File: src/rtl/irq_ctrl_pkg.sv
// ---------------------------------------------------------------------------
// irq_ctrl_pkg
// Shared definitions for the parametrised interrupt controller:
//   - reg_addr_e     : register map on the 3-bit CPU register select
//   - STATUS_ANY_BIT : STATUS bit flagging "some enabled source pending"
//   - MAX_IRQS       : largest supported source count
//   - IDX_W          : width of the STATUS priority index field
// ---------------------------------------------------------------------------
package irq_ctrl_pkg;

    typedef enum logic [2:0] {
        REG_STATUS  = 3'd0,
        REG_BANK    = 3'd1,
        REG_ENABLE  = 3'd2,
        REG_PENDING = 3'd3,
        REG_MODE    = 3'd4,
        REG_RAW     = 3'd5,
        REG_EOI     = 3'd6,
        REG_CTRL    = 3'd7
    } reg_addr_e;

    localparam int STATUS_ANY_BIT = 7;
    localparam int MAX_IRQS       = 128;
    localparam int IDX_W          = $clog2(MAX_IRQS);

endpackage

File: src/rtl/irq_edge_sync.sv
// ---------------------------------------------------------------------------
// irq_edge_sync
// Brings WIDTH asynchronous active-low lines into the clk domain through a
// 2-flop synchroniser and keeps one more "previous" stage so a falling edge
// can be strobed for one cycle. Every stage resets to 1 (line deasserted),
// so no spurious edge appears when reset is released.
// Ports:
//   clk     in   clock
//   rst_n   in   asynchronous active-low reset
//   async_n in   [WIDTH] raw active-low lines
//   sync_n  out  [WIDTH] synchronised active-low level
//   fall    out  [WIDTH] one-cycle strobe: previous=1 and current=0
// ---------------------------------------------------------------------------
module irq_edge_sync #(
    parameter int WIDTH = 8
) (
    input  logic             clk,
    input  logic             rst_n,
    input  logic [WIDTH-1:0] async_n,
    output logic [WIDTH-1:0] sync_n,
    output logic [WIDTH-1:0] fall
);

    logic [WIDTH-1:0] meta_q;
    logic [WIDTH-1:0] sync_q;
    logic [WIDTH-1:0] prev_q;

    always_ff @(posedge clk or negedge rst_n) begin
        if (!rst_n) begin
            meta_q <= '1;
            sync_q <= '1;
            prev_q <= '1;
        end else begin
            meta_q <= async_n;
            sync_q <= meta_q;
            prev_q <= sync_q;
        end
    end

    assign sync_n = sync_q;
    assign fall   = prev_q & ~sync_q;

endmodule

File: src/rtl/irq_controller_n.sv
// ---------------------------------------------------------------------------
// irq_controller_n
// Aggregates NUM_IRQS active-low interrupt sources into one registered
// active-low CPU IRQ. Per-source enable, level/edge mode and edge-pending
// capture live in 8-bit banks reached through the BANK register; STATUS
// reports the lowest-index enabled pending source.
// Optional build macro: IRQC_SOFT_TRIGGER_EN -- when defined, a write to RAW
// sets the edge-pending flop of each written 1 bit that is in edge mode.
// Ports:
//   i_clk    in   CPU clock
//   i_rst_n  in   asynchronous active-low reset
//   i_cs     in   chip select
//   i_rwb    in   1 = read, 0 = write
//   i_addr   in   [3] register select
//   i_data   in   [8] write data
//   o_data   out  [8] read data (combinational)
//   i_irqb   in   [NUM_IRQS] active-low asynchronous sources
//   o_irqb   out  registered active-low master IRQ
// ---------------------------------------------------------------------------
module irq_controller_n
    import irq_ctrl_pkg::*;
#(
    parameter int NUM_IRQS = 16
) (
    input  logic                i_clk,
    input  logic                i_rst_n,
    input  logic                i_cs,
    input  logic                i_rwb,
    input  logic [2:0]          i_addr,
    input  logic [7:0]          i_data,
    output logic [7:0]          o_data,
    input  logic [NUM_IRQS-1:0] i_irqb,
    output logic                o_irqb
);

    localparam int NUM_BANKS = NUM_IRQS / 8;
    localparam int BANK_W    = (NUM_BANKS > 1) ? $clog2(NUM_BANKS) : 1;

    logic [NUM_IRQS-1:0] sync_n;
    logic [NUM_IRQS-1:0] fall;
    logic [NUM_IRQS-1:0] raw;
    logic [NUM_IRQS-1:0] enable_q, enable_nxt;
    logic [NUM_IRQS-1:0] mode_q, mode_nxt;
    logic [NUM_IRQS-1:0] edge_pend_q, edge_pend_nxt;
    logic [NUM_IRQS-1:0] clr_mask, set_mask;
    logic [NUM_IRQS-1:0] pend_eff, active;
`ifdef IRQC_SOFT_TRIGGER_EN
    logic [NUM_IRQS-1:0] soft_mask;
`endif
    logic [BANK_W-1:0]   bank_sel_q;
    logic                bank_ok_q;
    logic                ctrl_en_q;
    logic                irqb_q;
    logic                wr;
    logic                any_pend;
    logic [IDX_W-1:0]    first_idx;
    logic [7:0]          sel_enable, sel_mode, sel_pend, sel_raw;

    irq_edge_sync #(.WIDTH(NUM_IRQS)) u_sync (
        .clk     (i_clk),
        .rst_n   (i_rst_n),
        .async_n (i_irqb),
        .sync_n  (sync_n),
        .fall    (fall)
    );

    assign raw = ~sync_n;
    assign wr  = i_cs & ~i_rwb;

    // Level sources follow the synchronised line directly; edge sources
    // show the latched capture.
    assign pend_eff = (mode_q & edge_pend_q) | (~mode_q & raw);
    assign active   = pend_eff & enable_q;

    // Lowest index wins: scan downward so the last hit is the smallest.
    always_comb begin
        any_pend  = |active;
        first_idx = '0;
        for (int i = NUM_IRQS - 1; i >= 0; i--) begin
            if (active[i]) first_idx = IDX_W'(i);
        end
    end

    // Banked register writes and edge-pending clear/set masks. A bank that
    // is out of range matches no loop iteration, so its writes vanish.
    always_comb begin
        enable_nxt = enable_q;
        mode_nxt   = mode_q;
        clr_mask   = '0;
`ifdef IRQC_SOFT_TRIGGER_EN
        soft_mask  = '0;
`endif
        for (int b = 0; b < NUM_BANKS; b++) begin
            if (wr && bank_ok_q && bank_sel_q == BANK_W'(b)) begin
                if (i_addr == REG_ENABLE)  enable_nxt[b*8 +: 8] = i_data;
                if (i_addr == REG_MODE)    mode_nxt[b*8 +: 8]   = i_data;
                if (i_addr == REG_PENDING) clr_mask[b*8 +: 8]   = i_data;
`ifdef IRQC_SOFT_TRIGGER_EN
                if (i_addr == REG_RAW)     soft_mask[b*8 +: 8]  = i_data;
`endif
            end
        end
        // A mode change discards any stale capture on that bit.
        clr_mask = clr_mask | (mode_q ^ mode_nxt);
        if (wr && i_addr == REG_EOI) begin
            for (int i = 0; i < NUM_IRQS; i++) begin
                if (i_data == 8'(i)) clr_mask[i] = 1'b1;
            end
        end
        // Captures are gated by the post-write mode so a level bit never
        // holds a latched edge.
        set_mask = fall & mode_nxt;
`ifdef IRQC_SOFT_TRIGGER_EN
        set_mask = set_mask | (soft_mask & mode_nxt);
`endif
        edge_pend_nxt = (edge_pend_q & ~clr_mask) | set_mask;
    end

    // Register state plus the registered master IRQ output.
    always_ff @(posedge i_clk or negedge i_rst_n) begin
        if (!i_rst_n) begin
            enable_q    <= '0;
            mode_q      <= '0;
            edge_pend_q <= '0;
            bank_sel_q  <= '0;
            bank_ok_q   <= 1'b1;
            ctrl_en_q   <= 1'b0;
            irqb_q      <= 1'b1;
        end else begin
            enable_q    <= enable_nxt;
            mode_q      <= mode_nxt;
            edge_pend_q <= edge_pend_nxt;
            if (wr && i_addr == REG_BANK) begin
                bank_sel_q <= i_data[BANK_W-1:0];
                bank_ok_q  <= (i_data < 8'(NUM_BANKS));
            end
            if (wr && i_addr == REG_CTRL) ctrl_en_q <= i_data[0];
            irqb_q <= ~(ctrl_en_q & any_pend);
        end
    end

    assign o_irqb = irqb_q;

    // Slices of the currently selected bank; zero when the bank is invalid.
    always_comb begin
        sel_enable = 8'h00;
        sel_mode   = 8'h00;
        sel_pend   = 8'h00;
        sel_raw    = 8'h00;
        for (int b = 0; b < NUM_BANKS; b++) begin
            if (bank_ok_q && bank_sel_q == BANK_W'(b)) begin
                sel_enable = enable_q[b*8 +: 8];
                sel_mode   = mode_q[b*8 +: 8];
                sel_pend   = pend_eff[b*8 +: 8];
                sel_raw    = raw[b*8 +: 8];
            end
        end
    end

    always_comb begin
        o_data = 8'h00;
        case (i_addr)
            REG_STATUS: begin
                o_data[IDX_W-1:0]      = first_idx;
                o_data[STATUS_ANY_BIT] = any_pend;
            end
            REG_BANK:    o_data[BANK_W-1:0] = (NUM_BANKS > 1) ? bank_sel_q : '0;
            REG_ENABLE:  o_data = sel_enable;
            REG_PENDING: o_data = sel_pend;
            REG_MODE:    o_data = sel_mode;
            REG_RAW:     o_data = sel_raw;
            REG_CTRL:    o_data[0] = ctrl_en_q;
            default:     o_data = 8'h00;
        endcase
    end

endmodule

File: config.mk
export PLATFORM = sky130hd
export DESIGN_NAME = irq_controller_n
export DESIGN_NICKNAME = d
export VERILOG_FILES = /design/src/rtl/irq_ctrl_pkg.sv /design/src/rtl/irq_edge_sync.sv /design/src/rtl/irq_controller_n.sv
export SDC_FILE = /design/constraint.sdc
export NUM_CORES = 1
export LEC_CHECK = 0
export CAP_MARGIN = 20
export CORE_ASPECT_RATIO = 1.25
export CORE_MARGIN = 2
export CORE_UTILIZATION = 53
export DETAILED_ROUTE_END_ITERATION = 16
export PLACE_DENSITY = 0.77
export SLEW_MARGIN = 20
export SYNTH_ARGS = -nofsm -noshare
export SYNTH_HDL_FRONTEND = slang
export SYNTH_SLANG_ARGS = --single-unit
File: constraint.sdc
create_clock -name i_clk -period 2.2 [get_ports i_clk]
set_clock_uncertainty 0.1 [all_clocks]
set_input_delay 0.44 -clock i_clk [delete_from_list [all_inputs] [get_ports i_clk]]
set_output_delay 0.44 -clock i_clk [all_outputs]
set_load 0.005 [all_outputs]
==> impl_metrics.csv, run 1 <==
group,metric,value,unit
run_status,outcome,"complete, but fails checks",
run_status,failed_checks,"setup timing",
routing,firstDrtPassIters,5,
global_routing,grt_start_max_net_pins,63,
worst_setup_path,critPathLaunchType,"flip-flop",
finish,area_growth,54.5,%
pwr,power.sequential.fraction,36.5,%
pwr,power_switching,2.02,mW
clock_tree,clock_sinks,100,
clock_tree,h-tree-depth,3,
min_path,worst_hold_path_type,"flip-flop to flip-flop",
global_routing,number_of_antenna_violations_at_the_first_check_in_global_routing,0,
pwr,vdd.ir_drop.worst,0.622,mV
finish,antennaDiodeCount,0,
routing,vias,5535,
routing,drt_iter0_markers,475,
clock_tree,tritoncts,"yes",
pwr,pwr-share-clk,26.9,%
synthesis,synth-main-ff-cell,"dfstp_2",
placement,post-place-ws,-1.09,ns
synthesis,avgSynthCellArea,9.64,um2
pwr,share_of_power_burned_in_combinational_logic,36.7,%
synthesis,synth.ff_latch_count,100,
timing,post-route-worst-setup-slack,-0.417,ns
placement,hpwlAfterDp,13600,um
synthesis,async_flop_share,100,%
worst_setup_path,crit_path_end_kind,"output pin",
worst_setup_path,critical_path_class,"flip-flop to output pin",
synthesis,mappedNetlistArea,0.00517,mm2
global_routing,first_global_vias,5564,
global_routing,globalRouteOverflowTotal,0,
routing,wl,19000,um
synthesis,synthDistinctLibCells,64,
global_routing,grt_use_total,36.9,%
timing,slew-limit-headroom,67.4,%
finish,multi_input_gate_area,0.00278,mm2
pwr,sw_frac_of_total,30.9,%
timing,rsz_0062_raised_after_global_routing,"yes",
die,chipWidth,92.4,um
die,die_height,114,um
timing,min_period_over_period,119,%
synthesis,yosysWarnings,0,
worst_setup_path,worst_r2r_path_depth,8,
timing,report.final.hold_viol_count,0,
worst_setup_path,critPathArrivalTime,2.08,ns
timing,fin_crit,2.62,ns
placement,port_buffers,39,
die,dieArea,0.0106,mm2
routing,via_per_inst,6.08,
clock_tree,max-clock-path-buffers,2,
die,core_region_area,0.00956,mm2
run,cap_violations,0,
synthesis,synthCells,537,
clock_tree,clockRootBuffer,"clkbuf_16",
timing,setup_violations,8,
routing,drtAntennaViolNets,0,
finish,drive_gt1_share,47.6,%
global_routing,grt_pass1_wl,29400,um
die,floorplan.io_pins,40,
worst_setup_path,critPathRequiredTime,1.66,ns
die,rows,40,
min_path,timing.hold.worst_path_depth,0,
pwr,power_per_cell_area,818,mW/mm2
clock_tree,worst_skew_pair.late_latency,0.35,ns
finish,layout.area.seq,0.00257,mm2
clock_tree,cts_inserted_buffers,9,
placement,final_replace_weighted_congestion,0.983,
worst_setup_path,cp_max_fo,3,
synthesis,syn-num-nets,568,
timing,drv_slew,0,
synthesis,sequential_element_share_of_the_synthesized_area,49.6,%
pwr,total_leakage_power,3.54,nW
pwr,finalPower,6.54,mW
finish,final_nets,811,
pwr,intPower,4.52,mW
routing,avgRoutedWirePerCell,20.9,um
synthesis,synth-edff-count,0,
timing,tightestPinTransition,0.488,ns
routing,detail_route.drc_violations,0,
die,floorplan.initialDensity,54.1,%
clock_tree,clk_transition_reported_paths,0.07,ns
timing,hold_ws,0.256,ns
finish,fillerInstances,565,
timing,max_clock_freq,382,MHz
## critical path: stages (launching register included)
cell	delay, ns
dfrtp_1	0.38
nand2b_1	0.26
nand3_1	0.17
nand4_1	0.20
nor4_4	0.32
buf_4	0.17
o32ai_4	0.08
buf_2	0.14
## cell usage after synthesis, types with 5 or more instances
library cell | count | area, um2
dfrtp_1 | 50 | 1250
o211ai_1 | 13 | 97.6
a21boi_0 | 5 | 37.5
and3_1 | 8 | 50.1
nand3b_1 | 8 | 60.1
a21oi_1 | 12 | 60.1
o32ai_1 | 6 | 52.6
nand2_1 | 63 | 236
nor2b_1 | 12 | 75.1
nor2_1 | 34 | 128
a211oi_1 | 5 | 37.5
dfstp_2 | 50 | 1310
o21ai_0 | 40 | 200
nand2b_1 | 31 | 194
nor3_1 | 8 | 40.0
clkbuf_1 | 19 | 71.3
nand3_1 | 30 | 150
nand4_1 | 5 | 31.3
o311ai_1 | 5 | 43.8
o21ai_1 | 5 | 25.0
a31oi_1 | 8 | 50.1
and2_1 | 7 | 43.8
a221oi_1 | 11 | 96.3
inv_1 | 14 | 52.6
mux2_2 | 18 | 203
## repair_timing
action | 4_1_cts | 5_1_grt
pin swaps | 28 | 31
cloned | 1 | 0
hold buffers | 1 | 0
hold endpoints to repair | 6 | 0
gates resized for setup | 122 | 36
endpoints found under the setup margin | 36 | 20
buffers inserted | 22 | 9
## cell type report
class | instances | area share, %
clock buffers | 10 | 2.99
clock inverters | 6 | 1.19
inverters | 15 | 0.767
multi-input cells | 398 | 34.8
flip-flops and latches | 100 | 32.1
well taps | 126 | 1.97
repair buffers | 256 | 26.2
## sequential cells by signal (all words and copies together) (netlist names)
register and count:
mode_q 16, u_sync.sync_n 16, u_sync.meta_q 16, enable_q 16, u_sync.prev_q 16, o_irqb 1
bank_ok_q 1, bank_sel_q 1, edge_pend_q 16, ctrl_en_q 1
## through the flow
stage	cell area, um2	util (%)	TNS [ns]	cells
after floorplan	5180	-	0	537
after global placement	7090	74.1	-23.14	868
after detailed placement	7090	74.1	-25.19	868
after CTS	7830	81.9	-2.08	905
after global routing	7990	83.6	-2.55	911
final	7990	83.6	-1.96	911
## power groups by stage
stage	Clock, mW	Sequential (mW)	Combinational, mW
after floorplan	0	2.37	0.873
after CTS	1.78	2.38	2.26
final	1.76	2.39	2.40
after detailed placement	0	2.40	1.98
after global placement	0	2.38	1.92
after global routing	1.85	2.42	2.55
## cells in the final DEF, fill, tap and decap left out, types with 4 or more instances in the layout
master	instances
inv_1	14
dfstp_2	50
o21a_1	4
a211oi_1	4
a31oi_1	6
a221oi_2	5
nand2_1	60
and2_1	5
o211ai_1	13
buf_4	194
mux2_2	17
nand2b_1	27
o21ai_0	31
a21oi_1	10
o32ai_1	5
buf_2	6
nor2_1	31
a221oi_1	6
and3_1	7
a22oi_1	4
nor3_1	4
nor2b_1	8
clkbuf_16	9
mux2i_1	4
nand3b_1	8
o21ai_1	11
nand4_1	5
nand3_1	28
o311ai_1	4
buf_6	23
clkdlybuf4s50_1	23
dfrtp_1	49
o22ai_1	4
## final timing paths
kind	start	end	slack [ns]
max reg2reg	bank_ok_q	edge_pend_q[6]	0.07
min	u_sync.meta_q[0]	u_sync.sync_n[0]	0.26
max	edge_pend_q[0]	o_data[7]	-0.42
min reg2reg	u_sync.meta_q[0]	u_sync.sync_n[0]	0.26
max in group asynchronous	i_rst_n	u_sync.prev_q[8]	0.99
min in group asynchronous	i_rst_n	edge_pend_q[0]	0.38
## logic make-up (layout without fill, tap and decap cells)
logic type,count (synthesis),count (layout),synth area share [%]
AND/OR/NAND/NOR,231,231,23.5
AO/OA/AOI/OAI,145,145,19.1
buffers and inverters,39,287,3.05
flip-flops,100,100,49.6
multiplexers,22,22,4.69
## metal layers
layer / routed length (um) / GRT usage [%] / vias to the layer above
met5: 0 / 0 / -
met4: 1150 / 19.3 / 0
met3: 1170 / 5.73 / 75
met2: 9430 / 62.9 / 270
met1: 7270 / 45.2 / 2723
li1: - / - / 2467
Note: power is estimated with default switching activity, not from simulation.
==> inputs of run 2 (changes only) <==
Settings changed: CTS_CLUSTER_SIZE from default to 16, GPL_TIMING_DRIVEN from default to 0.
==> run 2 against run 1 <==
  * The flow still finishes with violations (setup timing)
  * Wire length down 8.0%
  * Final area down 12%
  * Final cell count fell by 14%
  * Sequential share of layout area rose by 4.4 points
  * Register-to-register slack got worse by 0.10 ns
  * Critical path type unchanged
  * Highest routed layer unchanged
==> impl_metrics.csv, run 2 (synthesis results as in run 1) <==
group,metric,value,unit
placement,final_replace_weighted_congestion,0.973,
finish,area_growth,36.3,%
clock_tree,worst_skew_pair.late_latency,0.35,ns
clock_tree,clk_transition_reported_paths,0.06,ns
clock_tree,cts_inserted_buffers,9,
timing,tns,-2.32,ns
routing,vias,5118,
timing,max_clock_freq,384,MHz
die,dieArea,0.0106,mm2
routing,wl,17500,um
worst_setup_path,critPathLaunchType,"flip-flop",
clock_tree,tritoncts,"yes",
timing,tightestPinTransition,0.593,ns
finish,antennaDiodeCount,0,
timing,drv_slew,0,
run_status,outcome,"complete, but fails checks",
finish,layout.cells.most_common,"nand2_1",
finish,post-route-cell-area,0.00705,mm2
finish,final_nets,679,
pwr,vdd.ir_drop.worst,0.513,mV
die,core_region_area,0.00956,mm2
die,chipWidth,92.4,um
die,floorplan.initialDensity,54.1,%
placement,place_inst,702,
finish,fillerInstances,646,
worst_setup_path,slowest_stage,"dfstp_2",
timing,rsz_0062_raised_after_global_routing,"yes",
run,cap_violations,0,
routing,via_per_inst,6.57,
worst_setup_path,critical_path_cell_by_cell,"nor2_2, o21ai_2, nand4_1, buf_4, nor4_4, o32ai_2, buf_2",
worst_setup_path,regToRegEndpoint,"enable_q[6]",
global_routing,grt_pass1_wl,26700,um
worst_setup_path,setup.reg_to_reg.worst_slack,-0.03,ns
timing,setup_violations,11,
worst_setup_path,critical_path_class,"flip-flop to output pin",
run_status,failed_checks,"setup timing",
pwr,total_leakage_power,2.89,nW
die,floorplan.io_pins,40,
finish,final_util,73.8,%
routing,drtAntennaViolNets,0,
finish,layoutNonFillerInstCount,779,
placement,port_buffers,38,
min_path,timing.hold.worst_path_depth,0,
die,die_height,114,um
worst_setup_path,worst_r2r_path_depth,6,
timing,min_period_over_period,118,%
worst_setup_path,critPathRequiredTime,1.66,ns
finish,drive_gt1_share,38.3,%
timing,post-route-worst-setup-slack,-0.403,ns
clock_tree,h-tree-depth,3,
min_path,worst_hold_path_type,"flip-flop to flip-flop",
worst_setup_path,timing.critical_path.max_delay_family,"flip-flops",
finish,most-common-layout-cells,"62 x nand2_1, 57 x buf_4, 50 x dfstp_2",
worst_setup_path,critPathArrivalTime,2.06,ns
placement,hpwlAfterDp,10700,um
pwr,power_per_cell_area,826,mW/mm2
timing,slew-limit-headroom,60.1,%
global_routing,first_global_vias,4958,
clock_tree,clock_sinks,100,
finish,layout.area.seq,0.00257,mm2
min_path,worst_hold_startpoint,"u_sync.meta_q[7]",
global_routing,number_of_antenna_violations_at_the_first_check_in_global_routing,0,
routing,drt_iter0_markers,495,
worst_setup_path,critical_path.max_stage_delay,0.59,ns
global_routing,globalRouteOverflowTotal,0,
clock_tree,max-clock-path-buffers,2,
worst_setup_path,regToRegStartpoint,"bank_sel_q",
routing,firstDrtPassIters,6,
timing,fin_crit,2.60,ns
global_routing,grt_start_max_net_pins,73,
worst_setup_path,cp_num_buf_inv,2,
worst_setup_path,crit_path_end_kind,"output pin",
min_path,hold-path-endpoint,"u_sync.sync_n[7]",
routing,avgRoutedWirePerCell,22.5,um
routing,detail_route.drc_violations,0,
finish,multi_input_gate_area,0.00285,mm2
placement,area_after_dpl,0.00575,mm2
clock_tree,clockRootBuffer,"clkbuf_16",
die,rows,40,
timing,report.final.hold_viol_count,0,
worst_setup_path,cp_max_fo,4,
global_routing,grt_use_total,33.5,%
-- run 2: cell type report --
cell class	instances	share of cell area, %
multi-input cells	398	40.4
flip-flops and latches	100	36.5
clock buffers	13	3.69
inverters	15	0.922
well taps	126	2.23
plain buffers	21	2.82
clock inverters	3	0.302
repair buffers	103	13.2
-- run 2: worst max-delay path by stage --
stage / slack [ns] / startpoint / end / cells after the start
6_report: -0.40 / u_sync.sync_n[7] / o_data[7] / 7
5_1_grt: -0.44 / mode_q[7] / o_data[7] / 7
4_1_cts: -0.37 / u_sync.sync_n[13] / o_data[7] / 7
3_5_place_dp: -1.61 / i_addr[2] / o_data[1] / 7
3_3_place_gp: -2.92 / i_rst_n / edge_pend_q[14] / 1
2_1_floorplan: 0.0001 / i_addr[0] / o_data[3] / 6
-- run 2: worst reg2reg max path: stages, from the launching register on --
cell and delay [ns]:
dfrtp_1 0.41, buf_8 0.16, buf_4 0.16, nor4bb_2 0.43
nand2_1 0.21, clkbuf_1 0.30, mux2_2 0.34
-- run 2: metrics by stage --
step / total power, mW / worst slack [ns] / hold WS (ns)
after floorplan: 3.25 / 0.0000987 / 0.0444
after CTS: 5.63 / -0.367 / 0.257
after global placement: 3.66 / -2.92 / 0.245
after global routing: 6.08 / -0.440 / 0.258
final: 5.83 / -0.403 / 0.255
after detailed placement: 3.73 / -1.61 / 0.230
-- run 2: repair_timing --
action	in CTS	in global routing
setup endpoints to repair	57	41
pin swaps	33	30
cloned	1	0
hold buffers	1	0
gates resized for setup	157	48
hold endpoints to repair	12	0
buffers inserted	48	15
-- run 2: power by group --
part	total [mW]	switching (mW)	internal, mW
registers	2.48	0.293	2.19
logic	1.83	0.902	0.931
clock network	1.52	0.685	0.832
total	5.83	1.88	3.95
-- run 2: routing by layer --
metal | track usage, % | wire length [um] | up-vias
met1 | 40.5 | 6300 | 2463
met3 | 8.89 | 1780 | 100
met5 | 0 | 0 | -
met2 | 52.7 | 8180 | 363
li1 | - | - | 2192
met4 | 22.2 | 1230 | 0
==> inputs of run 3 (changes only) <==
Settings changed: SLEW_MARGIN 20 to default.
==> run 3 against run 2 <==
  * The flow still finishes with violations (setup timing)
  * Clock power hardly changed
  * Die area stayed put
  * Sequential cell count stayed put
  * Sequential power hardly changed
  * Non-clock buffer count is 13 lower
  * Core utilization is 1.8 points lower
  * Register-to-register slack better by 0.08 ns
  * Critical path type unchanged
  * Setup slack better by 0.040 ns
  * Sequential share of layout area is 0.94 points higher
  * Hold slack worse by 0.0012 ns
  * Power is 1.8% lower
==> impl_metrics.csv, run 3 (synthesis results as in run 1) <==
group,metric,value,unit
run_status,outcome,"complete, but fails checks",
run_status,failed_checks,"setup timing",
routing,drtAntennaViolNets,0,
run,cap_violations,0,
timing,tightestPinTransition,0.610,ns
pwr,vdd.ir_drop.worst,0.457,mV
timing,drv_slew,0,
global_routing,first_global_vias,4929,
finish,antennaDiodeCount,0,
die,floorplan.initialDensity,54.1,%
routing,via_per_inst,6.55,
finish,layout.area.seq,0.00257,mm2
clock_tree,tritoncts,"yes",
finish,area_growth,33.0,%
worst_setup_path,critical_path_cell_by_cell,"nor2b_4, or3b_4, nand4_1, buf_4, nor4_4, o32ai_2, buf_2",
pwr,power_per_cell_area,832,mW/mm2
timing,tns,-2.04,ns
finish,layout.cells.most_common,"nand2_1",
placement,hpwlAfterDp,10700,um
worst_setup_path,cp_max_fo,3,
timing,min_period_over_period,117,%
routing,drt_iter0_markers,522,
worst_setup_path,critical_path.max_stage_delay,0.55,ns
clock_tree,cts_inserted_buffers,9,
clock_tree,h-tree-depth,3,
finish,final_nets,666,
global_routing,grt_use_total,33.0,%
worst_setup_path,worst_r2r_path_depth,6,
finish,layoutNonFillerInstCount,766,
finish,fillerInstances,655,
placement,place_inst,702,
clock_tree,clk_transition_reported_paths,0.07,ns
worst_setup_path,critPathLaunchType,"flip-flop",
global_routing,grt_start_max_net_pins,73,
global_routing,grt_pass1_wl,26500,um
timing,hold_ws,0.254,ns
routing,vias,5019,
placement,final_replace_weighted_congestion,0.973,
finish,most-common-layout-cells,"63 x nand2_1, 50 x dfstp_2, 46 x buf_4",
routing,detail_route.drc_violations,0,
timing,fin_crit,2.56,ns
pwr,total_leakage_power,2.80,nW
clock_tree,worst_skew_pair.late_latency,0.35,ns
worst_setup_path,instance_count_on_the_critical_path,7,
die,die_height,114,um
worst_setup_path,crit_path_end_kind,"output pin",
placement,area_after_dpl,0.00574,mm2
routing,firstDrtPassIters,7,
worst_setup_path,timing.critical_path.max_delay_family,"simple AND/OR/NAND/NOR gates",
die,rows,40,
timing,rsz_0062_raised_after_global_routing,"yes",
clock_tree,clockRootBuffer,"clkbuf_16",
timing,slew-limit-headroom,58.9,%
die,dieArea,0.0106,mm2
global_routing,globalRouteOverflowTotal,0,
worst_setup_path,cp_num_buf_inv,2,
finish,multi_input_gate_area,0.00277,mm2
worst_setup_path,critPathRequiredTime,1.66,ns
die,floorplan.io_pins,40,
min_path,timing.hold.worst_path_depth,0,
finish,post-route-cell-area,0.00688,mm2
timing,post-route-worst-setup-slack,-0.363,ns
clock_tree,clock_sinks,100,
min_path,worst_hold_path_type,"flip-flop to flip-flop",
clock_tree,max-clock-path-buffers,2,
timing,setup_violations,8,
finish,final_util,72.0,%
die,core_region_area,0.00956,mm2
placement,port_buffers,38,
finish,drive_gt1_share,36.4,%
timing,report.final.hold_viol_count,0,
timing,max_clock_freq,390,MHz
worst_setup_path,critPathArrivalTime,2.02,ns
global_routing,number_of_antenna_violations_at_the_first_check_in_global_routing,0,
routing,avgRoutedWirePerCell,22.2,um
worst_setup_path,slowest_stage,"dfstp_2",
routing,wl,17000,um
worst_setup_path,critical_path_class,"flip-flop to output pin",
die,chipWidth,92.4,um
## run 3: changes by cell type in the layout (fill, tap and decap cells not counted), sizes merged
cell	change
buf	-14
dlygate4sd2	+1
clkbuf	-2
clkdlybuf4s15	+2
## run 3: stage by stage
step / worst slack [ns] / total power [mW]
floorplan: 0.0000987 / 3.25
global placement: -2.92 / 3.66
detailed placement: -1.62 / 3.73
CTS: -0.345 / 5.58
global route: -0.419 / 5.98
finish: -0.363 / 5.72
## run 3: power breakdown
part / switching, mW / internal (mW)
combinational: 0.865 / 0.871
clock: 0.679 / 0.832
sequential: 0.289 / 2.19
## run 3: area by class of cell
class | instances | share of cell area (%)
Clock inverter | 3 | 0.309
Tap cell | 126 | 2.29
Inverter | 15 | 0.946
Sequential cell | 100 | 37.4
Buffer | 21 | 3.04
Timing Repair Buffer | 90 | 11.9
Clock buffer | 13 | 3.78
Multi-Input combinational cell | 398 | 40.3
## run 3: timing repair
item / 4_1_cts / 5_1_grt
gates cloned: 1 / 0
buffers inserted: 46 / 3
resized for setup: 149 / 42
pin swaps: 27 / 12
hold buffers: 1 / 0
endpoints found under the hold margin: 12 / 0
setup endpoints to repair: 57 / 41
## run 3: worst paths after layout
kind	from	to	slack, ns
max	u_sync.sync_n[13]	o_data[7]	-0.36
min	u_sync.meta_q[15]	u_sync.sync_n[15]	0.25
max reg2reg	bank_ok_q	edge_pend_q[12]	0.05
min reg2reg	u_sync.meta_q[15]	u_sync.sync_n[15]	0.25
max in group asynchronous	i_rst_n	u_sync.sync_n[11]	0.81
min in group asynchronous	i_rst_n	mode_q[2]	0.48
## run 3: routing by layer
layer	vias up	wire length [um]	global-route usage, %
met5	-	0	0
met4	0	1140	20.3
met3	101	1540	6.71
met2	361	7910	52.5
met1	2393	6400	41.5
li1	2164	-	-
